**config.mk**
```make
export PLATFORM = sky130hd
export DESIGN_NAME = serial_feeder
export DESIGN_NICKNAME = d
export VERILOG_FILES = /design/src/rtl/serial_feeder.sv
export SDC_FILE = /design/constraint.sdc
export NUM_CORES = 1
export LEC_CHECK = 0
export CAP_MARGIN = 20
export CORE_UTILIZATION = 25
export DETAILED_ROUTE_END_ITERATION = 6
export PLACE_DENSITY_LB_ADDON = 0.1
export SYNTH_ARGS = -nofsm -noshare
export SYNTH_HDL_FRONTEND = slang
export SYNTH_SLANG_ARGS = --single-unit
```
**constraint.sdc**
```tcl
create_clock -name clk -period 2.3 [get_ports clk]
set_clock_uncertainty 0.05 [all_clocks]
set_input_delay 0.46 -clock clk [delete_from_list [all_inputs] [get_ports clk]]
set_output_delay 0.46 -clock clk [all_outputs]
set_load 0.02 [all_outputs]
```
**src/rtl/serial_feeder.sv**
```systemverilog
// Parallel-to-serial feeder: accepts a WIDTH-bit word on a valid/ready
// handshake and shifts it out one registered bit per clock, MSB-first or
// LSB-first, with a pause that freezes the stream and a completed-word counter.

module serial_feeder #(
    parameter int   WIDTH    = 8,
    parameter logic IDLE_BIT = 1'b0
) (
    input  logic             clk,
    input  logic             rst,
    input  logic [WIDTH-1:0] din,
    input  logic             din_valid,
    output logic             din_ready,
    input  logic             lsb_first,
    input  logic             pause,
    output logic             ser_out,
    output logic             ser_valid,
    output logic             last_bit,
    output logic             busy,
    output logic [7:0]       word_cnt
);

    localparam int IW = (WIDTH > 1) ? $clog2(WIDTH) : 1;
    localparam logic [IW-1:0] LAST_IDX = IW'(WIDTH - 1);

    typedef enum logic [1:0] {
        IDLE  = 2'd0,
        SHIFT = 2'd1,
        HOLD  = 2'd2
    } state_t;

    state_t state;
    state_t state_nxt;

    // Remaining bits of the word; the next bit to emit always sits at the
    // end selected by lsb_r, so emission is a fixed-position read plus a shift.
    logic [WIDTH-1:0] shreg;
    logic [WIDTH-1:0] shreg_nxt;
    logic [IW-1:0]    bit_idx;
    logic [IW-1:0]    bit_idx_nxt;
    logic [IW-1:0]    idx_inc;
    logic             lsb_r;
    logic             lsb_nxt;
    logic             ser_out_nxt;
    logic             ser_valid_nxt;
    logic             last_bit_nxt;
    logic             busy_nxt;
    logic [7:0]       word_cnt_nxt;
    logic             at_last;
    logic             accept;

    assign at_last = (bit_idx == LAST_IDX);
    assign idx_inc = bit_idx + IW'(1);
    assign accept  = din_valid && din_ready;

    // Ready is open while idle, or on the final bit of an unpaused word so
    // that a waiting word follows with no gap bit.
    always_comb begin
        din_ready = 1'b0;
        if (rst) begin
            if (state == IDLE) begin
                din_ready = 1'b1;
            end else if (state == SHIFT && at_last && !pause) begin
                din_ready = 1'b1;
            end
        end
    end

    // State register with synchronous active-low reset.
    always_ff @(posedge clk) begin
        if (!rst) begin
            state <= IDLE;
        end else begin
            state <= state_nxt;
        end
    end

    // Next-state logic; releasing a pause that began on the final bit ends the
    // word, because that bit was already delivered as valid.
    always_comb begin
        state_nxt = state;
        case (state)
            IDLE: begin
                if (accept) begin
                    state_nxt = SHIFT;
                end
            end
            SHIFT: begin
                if (pause) begin
                    state_nxt = HOLD;
                end else if (at_last) begin
                    state_nxt = accept ? SHIFT : IDLE;
                end
            end
            HOLD: begin
                if (!pause) begin
                    state_nxt = at_last ? IDLE : SHIFT;
                end
            end
            default: begin
                state_nxt = IDLE;
            end
        endcase
    end

    // Next values of the registered datapath and outputs for each state.
    always_comb begin
        shreg_nxt     = shreg;
        bit_idx_nxt   = bit_idx;
        lsb_nxt       = lsb_r;
        ser_out_nxt   = ser_out;
        ser_valid_nxt = 1'b0;
        last_bit_nxt  = 1'b0;
        word_cnt_nxt  = word_cnt;
        busy_nxt      = (state_nxt != IDLE);

        case (state)
            IDLE: begin
                ser_out_nxt = IDLE_BIT;
                if (accept) begin
                    lsb_nxt       = lsb_first;
                    bit_idx_nxt   = '0;
                    ser_out_nxt   = lsb_first ? din[0] : din[WIDTH-1];
                    shreg_nxt     = lsb_first ? (din >> 1) : (din << 1);
                    ser_valid_nxt = 1'b1;
                    last_bit_nxt  = (LAST_IDX == '0);
                end
            end
            SHIFT: begin
                if (!pause) begin
                    if (at_last) begin
                        word_cnt_nxt = word_cnt + 8'd1;
                        if (accept) begin
                            lsb_nxt       = lsb_first;
                            bit_idx_nxt   = '0;
                            ser_out_nxt   = lsb_first ? din[0] : din[WIDTH-1];
                            shreg_nxt     = lsb_first ? (din >> 1) : (din << 1);
                            ser_valid_nxt = 1'b1;
                            last_bit_nxt  = (LAST_IDX == '0);
                        end else begin
                            ser_out_nxt = IDLE_BIT;
                            bit_idx_nxt = '0;
                        end
                    end else begin
                        bit_idx_nxt   = idx_inc;
                        ser_out_nxt   = lsb_r ? shreg[0] : shreg[WIDTH-1];
                        shreg_nxt     = lsb_r ? (shreg >> 1) : (shreg << 1);
                        ser_valid_nxt = 1'b1;
                        last_bit_nxt  = (idx_inc == LAST_IDX);
                    end
                end
            end
            HOLD: begin
                if (!pause) begin
                    if (at_last) begin
                        word_cnt_nxt = word_cnt + 8'd1;
                        ser_out_nxt  = IDLE_BIT;
                        bit_idx_nxt  = '0;
                    end else begin
                        bit_idx_nxt   = idx_inc;
                        ser_out_nxt   = lsb_r ? shreg[0] : shreg[WIDTH-1];
                        shreg_nxt     = lsb_r ? (shreg >> 1) : (shreg << 1);
                        ser_valid_nxt = 1'b1;
                        last_bit_nxt  = (idx_inc == LAST_IDX);
                    end
                end
            end
            default: begin
                ser_out_nxt = IDLE_BIT;
            end
        endcase
    end

    // Datapath and output registers; reset discards any word in flight.
    always_ff @(posedge clk) begin
        if (!rst) begin
            shreg     <= '0;
            bit_idx   <= '0;
            lsb_r     <= 1'b0;
            ser_out   <= IDLE_BIT;
            ser_valid <= 1'b0;
            last_bit  <= 1'b0;
            busy      <= 1'b0;
            word_cnt  <= 8'd0;
        end else begin
            shreg     <= shreg_nxt;
            bit_idx   <= bit_idx_nxt;
            lsb_r     <= lsb_nxt;
            ser_out   <= ser_out_nxt;
            ser_valid <= ser_valid_nxt;
            last_bit  <= last_bit_nxt;
            busy      <= busy_nxt;
            word_cnt  <= word_cnt_nxt;
        end
    end

endmodule

```
==> results of run 1 <==
==> critical path, stage by stage, from the launching register on <==
cell	delay (ns)
dfxtp_1	0.35
ha_1	0.20
ha_1	0.19
buf_4	0.17
a21oi_1	0.24
mux2i_4	0.16
a22o_4	0.32
a221o_1	0.35
==> layer usage <==
metal | up-vias | GRT usage, % | part of all wire, %
met4 | 0 | 4.36 | 1.1
met1 | 616 | 17.4 | 53
met2 | 29 | 17.2 | 42
met5 | - | 0 | 0
li1 | 667 | - | -
met3 | 4 | 1.71 | 3.7
==> cell type report <==
type                            count  area, µm²
Fill cell                         564       3690
Multi-Input combinational cell    126        930
Sequential cell                    26        520
Timing Repair Buffer               37        335
Tap cell                           72       90.1
Clock buffer                        4       55.1
Inverter                            6       22.5
==> how the worst max path moves through the flow <==
| stage | cells after the start | slack, ns | end | startpoint |
|---|---|---|---|---|
| 2_1_floorplan | 7 | 0.34 | shreg[2] | bit_idx[0] |
| 3_3_place_gp | 5 | -0.14 | din_ready | pause |
| 3_5_place_dp | 5 | -0.16 | din_ready | pause |
| 4_1_cts | 6 | 0.03 | din_ready | bit_idx[0] |
| 5_1_grt | 7 | 0.08 | shreg[2] | bit_idx[0] |
| 6_report | 7 | 0.17 | shreg[2] | bit_idx[0] |
==> what timing repair did <==
action / CTS / global route
cloned: 0 / 0
hold buffers: 0 / 0
buffers inserted: 0 / 0
setup endpoints to repair: 1 / 3
gates resized for setup: 1 / 3
==> cells in the mapped netlist (2+ instances only) <==
cell     number  area share [%]
a21oi_1       8             2.7
a221o_1       7             4.7
a22o_1        2             1.2
and2_1        3             1.2
and3b_1       2             1.2
buf_2         4             1.3
dfxtp_1      26              35
ha_1          8             6.6
inv_1         6             1.5
mux2_2        7             5.2
mux2i_1       9             6.0
nand2_1      14             3.5
nand4_1       3             1.2
nor2_1       11             2.7
nor2b_1       2            0.83
nor3_1        8             2.7
o21ai_0       6             2.0
o22ai_1       3             1.2
or3_1         4             1.7
xnor2_1       3             1.7
xor2_1        3             1.7
==> per-stage QoR <==
| stage | std cells | power, W | cell area [µm²] |
|---|---|---|---|
| floorplan | 165 | 0.000679 | 1510 |
| global placement | 267 | 0.000777 | 1890 |
| detailed placement | 267 | 0.000777 | 1890 |
| CTS | 271 | 0.00109 | 1950 |
| global route | 271 | 0.00115 | 1950 |
| finish | 271 | 0.00108 | 1950 |
==> flip-flops by register name, indices dropped and copies added, names as in the netlist <==
signal,cells
word_cnt,8
state,2
busy,1
shreg,8
ser_out,1
bit_idx,3
ser_valid,1
last_bit,1
lsb_r,1
==> cell families after synthesis <==
kind of cell    count (synthesis)
compound gates                 35
xor+xnor                        6
fa+ha+maj                       8
buf+inv                        13
flops                          26
mux                            17
simple gates                   60
==> report_power, final <==
group,internal (W),switching (W),leakage [nW]
Combinational,0.000138,0.000137,0.511
Sequential,0.000476,0.0000222,0.211
Clock,0.000153,0.000149,0.0288
Total,0.000767,0.000308,0.751
==> impl_metrics.py, run 1 <==
metrics = {
    "run_status": {
        "status": "complete, no violations",
    },
    "drt": {
        "ant_nets": 0,
        "drcViolationCount": 0,
        "avgViaCountPerCell": 4.86,
        "drtIter0Drc": 33,
        "wl_per_cell_um": 12.8,
        "detail_route.first_pass.iterations": 4,
        "num_vias": 1316,
        "totalWireLength_um": 3480,
    },
    "worst_setup_path": {
        "cp-start-kind": "register",
        "cp-end-kind": "register",
        "worstSetupPathType": "reg -> reg",
        "cp.required_ns": 2.41,
        "cp_max_fo": 10,
        "rr_worst_depth": 7,
        "reg2reg_from": "bit_idx[0]",
        "ff2ff_setup_slack_ns": 0.17,
        "timing.critical_path.arrival_ns": 2.25,
        "rr_endpoint": "shreg[2]",
    },
    "synth": {
        "syn_nets": 186,
        "syn_inst": 165,
        "muxShareOfSynthArea_pct": 12.1,
        "ys_warn_count": 0,
        "synth_seq_cells": 26,
        "synth_cell_type_count": 47,
        "synth_fa_ha_area_share_pct": 6.64,
        "synthArstFlopShare_pct": 0,
        "syn_area_per_cell_um2": 9.13,
        "synth-compound-area-share_pct": 17.9,
        "synth_top_family_by_area": "simple AND/OR/NAND/NOR gates",
        "synth-xor-area-share_pct": 3.49,
        "synth_flop_cell": "dfxtp_1",
        "synth-simple-area-share_pct": 21.0,
        "synthesis.area_um2": 1510,
        "synth_edf_count": 0,
        "yosysSeqAreaShare_pct": 34.6,
    },
    "grt": {
        "grt_pass1_wl_um": 5930,
        "grt_pass1_vias": 1250,
        "track_usage_pct": 11.9,
        "antenna_found_initial": 0,
        "grt_max_degree": 17,
        "grt.overflow.total": 0,
    },
    "clock_network": {
        "cts_sinks": 26,
        "clock_path_buffers": 2,
        "cts_tree": "done",
        "clock_latency_ns": 0.27,
        "clkTransAtPathRegs_ns": 0.09,
        "cts_buffers": 3,
        "cts_root_buf": "clkbuf_8",
        "htreeDepth": 1,
    },
    "cells_and_area": {
        "layout_commonest_cell": "dfxtp_1",
        "mostFrequentLayoutCells": "dfxtp_1, clkdlybuf4s50_1, nand2_1",
        "num-nets-final": 221,
        "diodes": 0,
        "post-route-util_pct": 34.6,
        "area_growth_pct": 29.7,
        "drive_gt1_share_pct": 17.1,
    },
    "placement": {
        "routabilityCongestion": 0.770,
        "dpl.hpwl_um": 2630,
        "post-place-ws_ns": -0.158,
        "port_buffers": 25,
    },
    "timing": {
        "rsz0062_at_grt": "no",
        "period_needed_ns": 2.13,
        "relSlewSlack_pct": 65.7,
        "slew_viol_final": 0,
        "worst_slack_ns": 0.165,
        "clock.fmax_ghz": 0.468,
        "whs_ns": 0.427,
        "fin_crit_sh_pct": 92.8,
        "worst_pin_slew_ns": 0.513,
        "hold_viol_final": 0,
        "setup_viol": 0,
        "fin_setup_tns_ns": 0,
    },
    "floorplanning": {
        "die_x_um": 79.6,
        "ios": 26,
        "core_um2": 5640,
        "rows": 27,
        "start_util_pct": 26.7,
        "die_h_um": 79.6,
        "dieArea_um2": 6340,
    },
    "pwr": {
        "vdd_ir_drop_max_mv": 0.278,
        "power_density_nw_per_um2": 550,
        "leakage_nw": 0.751,
    },
    "worst_hold_path": {
        "hp-start": "ser_out",
        "holdPathStages": 2,
        "hp-class": "reg -> reg",
        "hold_path_end": "ser_out",
    },
    "flow_run": {
        "drv_cap": 0,
    },
}
No activity file was read; power rests on OpenSTA's default activity.
==> inputs of run 2 (changes only) <==
CORE_UTILIZATION = 45   (was 25)
==> impl_metrics.py, run 2 (synthesis results as in run 1) <==
metrics = {
    "run_status": {
        "status": "complete, no violations",
    },
    "drt": {
        "avgViaCountPerCell": 5.44,
        "wl_per_cell_um": 13.3,
        "drtIter0Drc": 73,
        "detail_route.first_pass.iterations": 4,
        "drcViolationCount": 0,
        "num_vias": 1310,
        "totalWireLength_um": 3210,
        "ant_nets": 0,
    },
    "cells_and_area": {
        "layout_commonest_cell": "dfxtp_1",
        "post-route-util_pct": 61.3,
        "fin_cells": 241,
        "drive_gt1_share_pct": 16.8,
        "diodes": 0,
        "area_growth_pct": 26.3,
        "nFillCells": 302,
        "mostFrequentLayoutCells": "dfxtp_1, clkdlybuf4s50_1, nand2_1",
        "reg_top3": "shreg x8, word_cnt x8, bit_idx x3",
        "design_area_um2": 1900,
        "num-nets-final": 219,
    },
    "worst_setup_path": {
        "ff2ff_setup_slack_ns": 0.13,
        "worst-path-buf-inv": 1,
        "crit_path_max_incr_delay_ns": 0.36,
        "rr_endpoint": "shreg[2]",
        "crit_top_cell": "ha_1",
        "timing.critical_path.arrival_ns": 2.36,
        "cp-end-kind": "register",
        "cp.required_ns": 2.49,
        "worstSetupPathType": "reg -> reg",
        "rr_worst_depth": 7,
        "cp-start-kind": "register",
        "cp_cell_sequence": "ha_1, ha_1, buf_4, a21oi_1, mux2i_4, a22o_4, a221o_1",
        "slowest_stage": "dfxtp_1",
        "reg2reg_from": "bit_idx[0]",
        "critical-path-top-delay-family": "compound AO/OA/AOI/OAI gates",
        "cp_max_fo": 10,
    },
    "floorplanning": {
        "core_um2": 3100,
        "dieArea_um2": 3580,
        "ios": 26,
        "rows": 20,
        "die_x_um": 59.9,
        "die_h_um": 59.9,
        "start_util_pct": 48.5,
    },
    "flow_run": {
        "drv_cap": 0,
    },
    "timing": {
        "relSlewSlack_pct": 67.0,
        "slew_viol_final": 0,
        "fin_crit_sh_pct": 94.4,
        "worst_pin_slew_ns": 0.493,
        "whs_ns": 0.432,
        "rsz0062_at_grt": "no",
        "setup_viol": 0,
        "hold_viol_final": 0,
        "period_needed_ns": 2.17,
        "worst_slack_ns": 0.128,
        "clock.fmax_ghz": 0.460,
    },
    "clock_network": {
        "cts_resized": 3,
        "cts_tree": "done",
        "clock_path_buffers": 2,
        "clock_latency_ns": 0.33,
        "cts_buffers": 3,
        "cts_root_buf": "clkbuf_4",
        "cts_sinks": 26,
        "htreeDepth": 1,
        "post_cts_buffers": 0,
        "cts_hold_buf": 0,
        "clkTransAtPathRegs_ns": 0.15,
    },
    "worst_hold_path": {
        "hold_path_end": "ser_out",
        "hp-class": "reg -> reg",
        "holdPathStages": 2,
        "hp-start": "ser_out",
    },
    "grt": {
        "grt_pass1_vias": 1216,
        "track_usage_pct": 19.3,
        "grt_max_degree": 17,
        "grt.overflow.total": 0,
        "grt_pass1_wl_um": 5220,
        "antenna_found_initial": 0,
    },
    "pwr": {
        "power_density_nw_per_um2": 574,
        "leakage_nw": 0.741,
        "vdd_ir_drop_max_mv": 0.271,
    },
    "placement": {
        "port_buffers": 25,
        "dpl_cell_area_um2": 1840,
        "dpl.hpwl_um": 2430,
        "placed_cells": 237,
        "routabilityCongestion": 0.852,
        "post-place-ws_ns": -0.0893,
    },
}
-- run 2: cell count changes in the layout (fill, tap and decap cells not counted) --
cell,previous run,this run
bufinv_16,0,1
clkbuf_4,0,3
buf_4,12,10
clkbuf_8,4,0
nor2_2,1,2
nor2_1,11,10
-- run 2: per-layer routing --
metal | vias up | track usage (%) | routed length [µm]
met5 | - | 0 | 0
met4 | 0 | 6.98 | 42
met3 | 5 | 2.60 | 109
met2 | 31 | 33.7 | 1530
met1 | 611 | 24.2 | 1530
li1 | 663 | - | -
-- run 2: worst max path at each step --
stage,slack [ns],startpoint,endpoint,cells after the start
final,0.13,bit_idx[0],shreg[2],7
after global routing,0.02,bit_idx[0],shreg[2],7
after CTS,0.01,bit_idx[0],din_ready,6
after detailed placement,-0.09,pause,din_ready,5
after global placement,-0.1,pause,din_ready,5
after floorplan,0.34,bit_idx[0],shreg[2],7
-- run 2: final cells by class --
cell class | instances | area [µm²] | area share (%)
clock buffer | 3 | 22.5 | 1.18
clock inverter | 1 | 30.0 | 1.58
inverter | 6 | 22.5 | 1.18
multi-input combinational | 126 | 932 | 49.0
sequential | 26 | 520 | 27.4
tap | 44 | 55.1 | 2.89
timing repair buffer | 35 | 320 | 16.8
-- run 2: where the power goes --
group	internal, W	switching [W]	total, W
logic	0.000136	0.000136	0.000273
clock network	0.000176	0.000146	0.000322
registers	0.000476	0.0000210	0.000497
-- run 2: worst min-delay path, stage by stage (launching register included) --
cell     delay (ns)
dfxtp_1        0.34
nand2_1        0.05
o22ai_1        0.06
-- run 2: per-stage QoR --
stage | setup TNS [ns] | total power, W
floorplan | 0 | 0.000679
global placement | -0.0966 | 0.000765
detailed placement | -0.0893 | 0.000772
CTS | 0 | 0.00109
global route | 0 | 0.00115
finish | 0 | 0.00109
==> inputs of run 3 (changes only) <==
--- a/config.mk
+++ b/config.mk
@@ -7,2 +7,3 @@
 export LEC_CHECK = 0
+export ABC_CLOCK_PERIOD_IN_PS = 2300
 export CAP_MARGIN = 20
@@ -10,2 +11,3 @@
 export DETAILED_ROUTE_END_ITERATION = 6
+export DONT_BUFFER_PORTS = 1
 export PLACE_DENSITY_LB_ADDON = 0.1
==> constraint.sdc (replaced) <==
create_clock -name clk -period 2.3 [get_ports clk]
set_clock_uncertainty 0.05 [all_clocks]
set_input_delay 0.23 -clock clk [delete_from_list [all_inputs] [get_ports clk]]
set_output_delay 0.23 -clock clk [all_outputs]
set_load 0.02 [all_outputs]
==> impl_metrics.py, run 3 (synthesis results as in run 1) <==
metrics = {
    "floorplanning": {
        "dieArea_um2": 3580,
        "rows": 20,
        "die_x_um": 59.9,
        "core_um2": 3100,
        "start_util_pct": 48.5,
        "ios": 26,
        "die_h_um": 59.9,
    },
    "worst_setup_path": {
        "timing.critical_path.arrival_ns": 2.28,
        "reg2reg_from": "state[1]",
        "cp-start-kind": "register",
        "worstSetupPathType": "reg -> reg",
        "cp.required_ns": 2.48,
        "crit_start": "state[1]",
        "cp-end-kind": "register",
        "cp_cell_sequence": "inv_1, ha_1, a21bo_2, and2_2, a22o_4, a221o_1",
        "cp_max_fo": 8,
        "crit_path_max_incr_delay_ns": 0.40,
        "slowest_stage": "dfxtp_1",
    },
    "clock_network": {
        "post_cts_buffers": 0,
        "cts_sinks": 26,
        "clkTransAtPathRegs_ns": 0.15,
        "cts_tree": "done",
        "clock_latency_ns": 0.32,
        "cts_buffers": 3,
        "cts_root_buf": "clkbuf_4",
        "htreeDepth": 1,
        "clock_path_buffers": 2,
    },
    "timing": {
        "relSlewSlack_pct": 70.5,
        "fin_crit_sh_pct": 91.4,
        "period_needed_ns": 2.10,
        "slew_viol_final": 0,
        "rsz0062_at_grt": "no",
        "setup_viol": 0,
        "fin_setup_tns_ns": 0,
        "clock.fmax_ghz": 0.476,
        "hold_viol_final": 0,
        "worst_pin_slew_ns": 0.438,
    },
    "grt": {
        "grt.overflow.total": 0,
        "antenna_found_initial": 0,
        "grt_pass1_vias": 1184,
        "track_usage_pct": 18.9,
        "met2_usage_pct": 29.8,
        "grt_pass1_wl_um": 5110,
        "grtUsageMet1_pct": 25.1,
        "grt_max_degree": 16,
        "busiest_layer": "met2",
        "grt_use_met3_pct": 3.90,
    },
    "cells_and_area": {
        "area_growth_pct": 7.06,
        "num-nets-final": 187,
        "fin_cells": 209,
        "layout_commonest_cell": "dfxtp_1",
        "drive_gt1_share_pct": 14.5,
        "mostFrequentLayoutCells": "dfxtp_1, nand2_1, nor2_1",
        "design_area_um2": 1610,
        "diodes": 0,
        "reg_top3": "shreg x8, word_cnt x8, bit_idx x3",
    },
    "placement": {
        "placed_cells": 203,
        "port_buffers": 0,
        "routabilityCongestion": 0.800,
        "dpl.hpwl_um": 2250,
        "dpl_cell_area_um2": 1530,
    },
    "worst_hold_path": {
        "hp-class": "in -> reg",
        "hp-start": "lsb_first",
    },
    "drt": {
        "avgViaCountPerCell": 5.70,
        "ant_nets": 0,
        "drtIter0Drc": 78,
        "wl_per_cell_um": 14.4,
        "totalWireLength_um": 3010,
        "num_vias": 1191,
        "detail_route.first_pass.iterations": 4,
        "drcViolationCount": 0,
    },
    "run_status": {
        "status": "complete, no violations",
    },
    "flow_run": {
        "drv_cap": 0,
    },
    "pwr": {
        "vdd_ir_drop_max_mv": 0.252,
        "leakage_nw": 0.609,
        "power_density_nw_per_um2": 636,
    },
}
-- run 3: cell types whose count changed in the layout (fill, tap and decap cells not counted) --
cell,delta
dlygate4sd3_1,+2
ha_1,-1
ha_2,+1
clkbuf_2,-1
buf_4,-9
clkdlybuf4s50_1,-24
-- run 3: final cells by class --
cell class,instances,area (µm²)
clock inverter,1,30.0
multi-input combinational,126,935
timing repair buffer,3,27.5
sequential,26,520
clock buffer,3,22.5
tap,44,55.1
fill,311,1490
inverter,6,22.5
-- run 3: critical path, delay by kind of cell, from the launching register on --
family / cells / cell delay, ns
adders and majority gates: 1 / 0.40
AOI/OAI and AO/OA: 3 / 0.87
and+or+nand+nor: 1 / 0.19
DFF: 1 / 0.40
buffers and inverters: 1 / 0.09
-- run 3: worst paths after layout --
kind              depth (start not counted)          to  slack [ns]
setup / recovery                          6    shreg[2]        0.20
hold reg to reg                           2  bit_idx[2]        0.43
hold / removal                            2       lsb_r        0.02
setup reg to reg                          6    shreg[2]        0.20
-- run 3: metrics by stage --
step / worst slack (ns) / hold WS, ns / total power, W / util, %
CTS: 0.0259 / 0.00679 / 0.00103 / 51.5
finish: 0.199 / 0.0159 / 0.00103 / 52.0
global route: 0.0919 / 0.00635 / 0.00108 / 52.0
floorplan: 0.336 / 0.339 / 0.000679 / -
detailed placement: 0.139 / 0.261 / 0.000712 / 49.2
global placement: 0.264 / 0.260 / 0.000705 / 49.2
-- run 3: report_power, final --
| group | switching [W] | leakage, nW | total (W) | internal [W] |
|---|---|---|---|---|
| Combinational | 0.000110 | 0.370 | 0.000208 | 0.0000973 |
| Clock | 0.000137 | 0.0279 | 0.000313 | 0.000176 |
| Sequential | 0.0000279 | 0.211 | 0.000504 | 0.000476 |
-- run 3: layer usage --
metal	share of wire (%)	up-vias	wire length [µm]
li1	-	598	-
met1	50	556	1500
met2	44	35	1330
met3	5.0	2	151
met4	0.60	0	18
met5	0	-	0
-- run 3: timing repair --
item / 4_1_cts / 5_1_grt
endpoints found under the hold margin: 2 / 0
hold buffers: 2 / 0
resized for setup: 0 / 3
setup endpoints to repair: 0 / 7
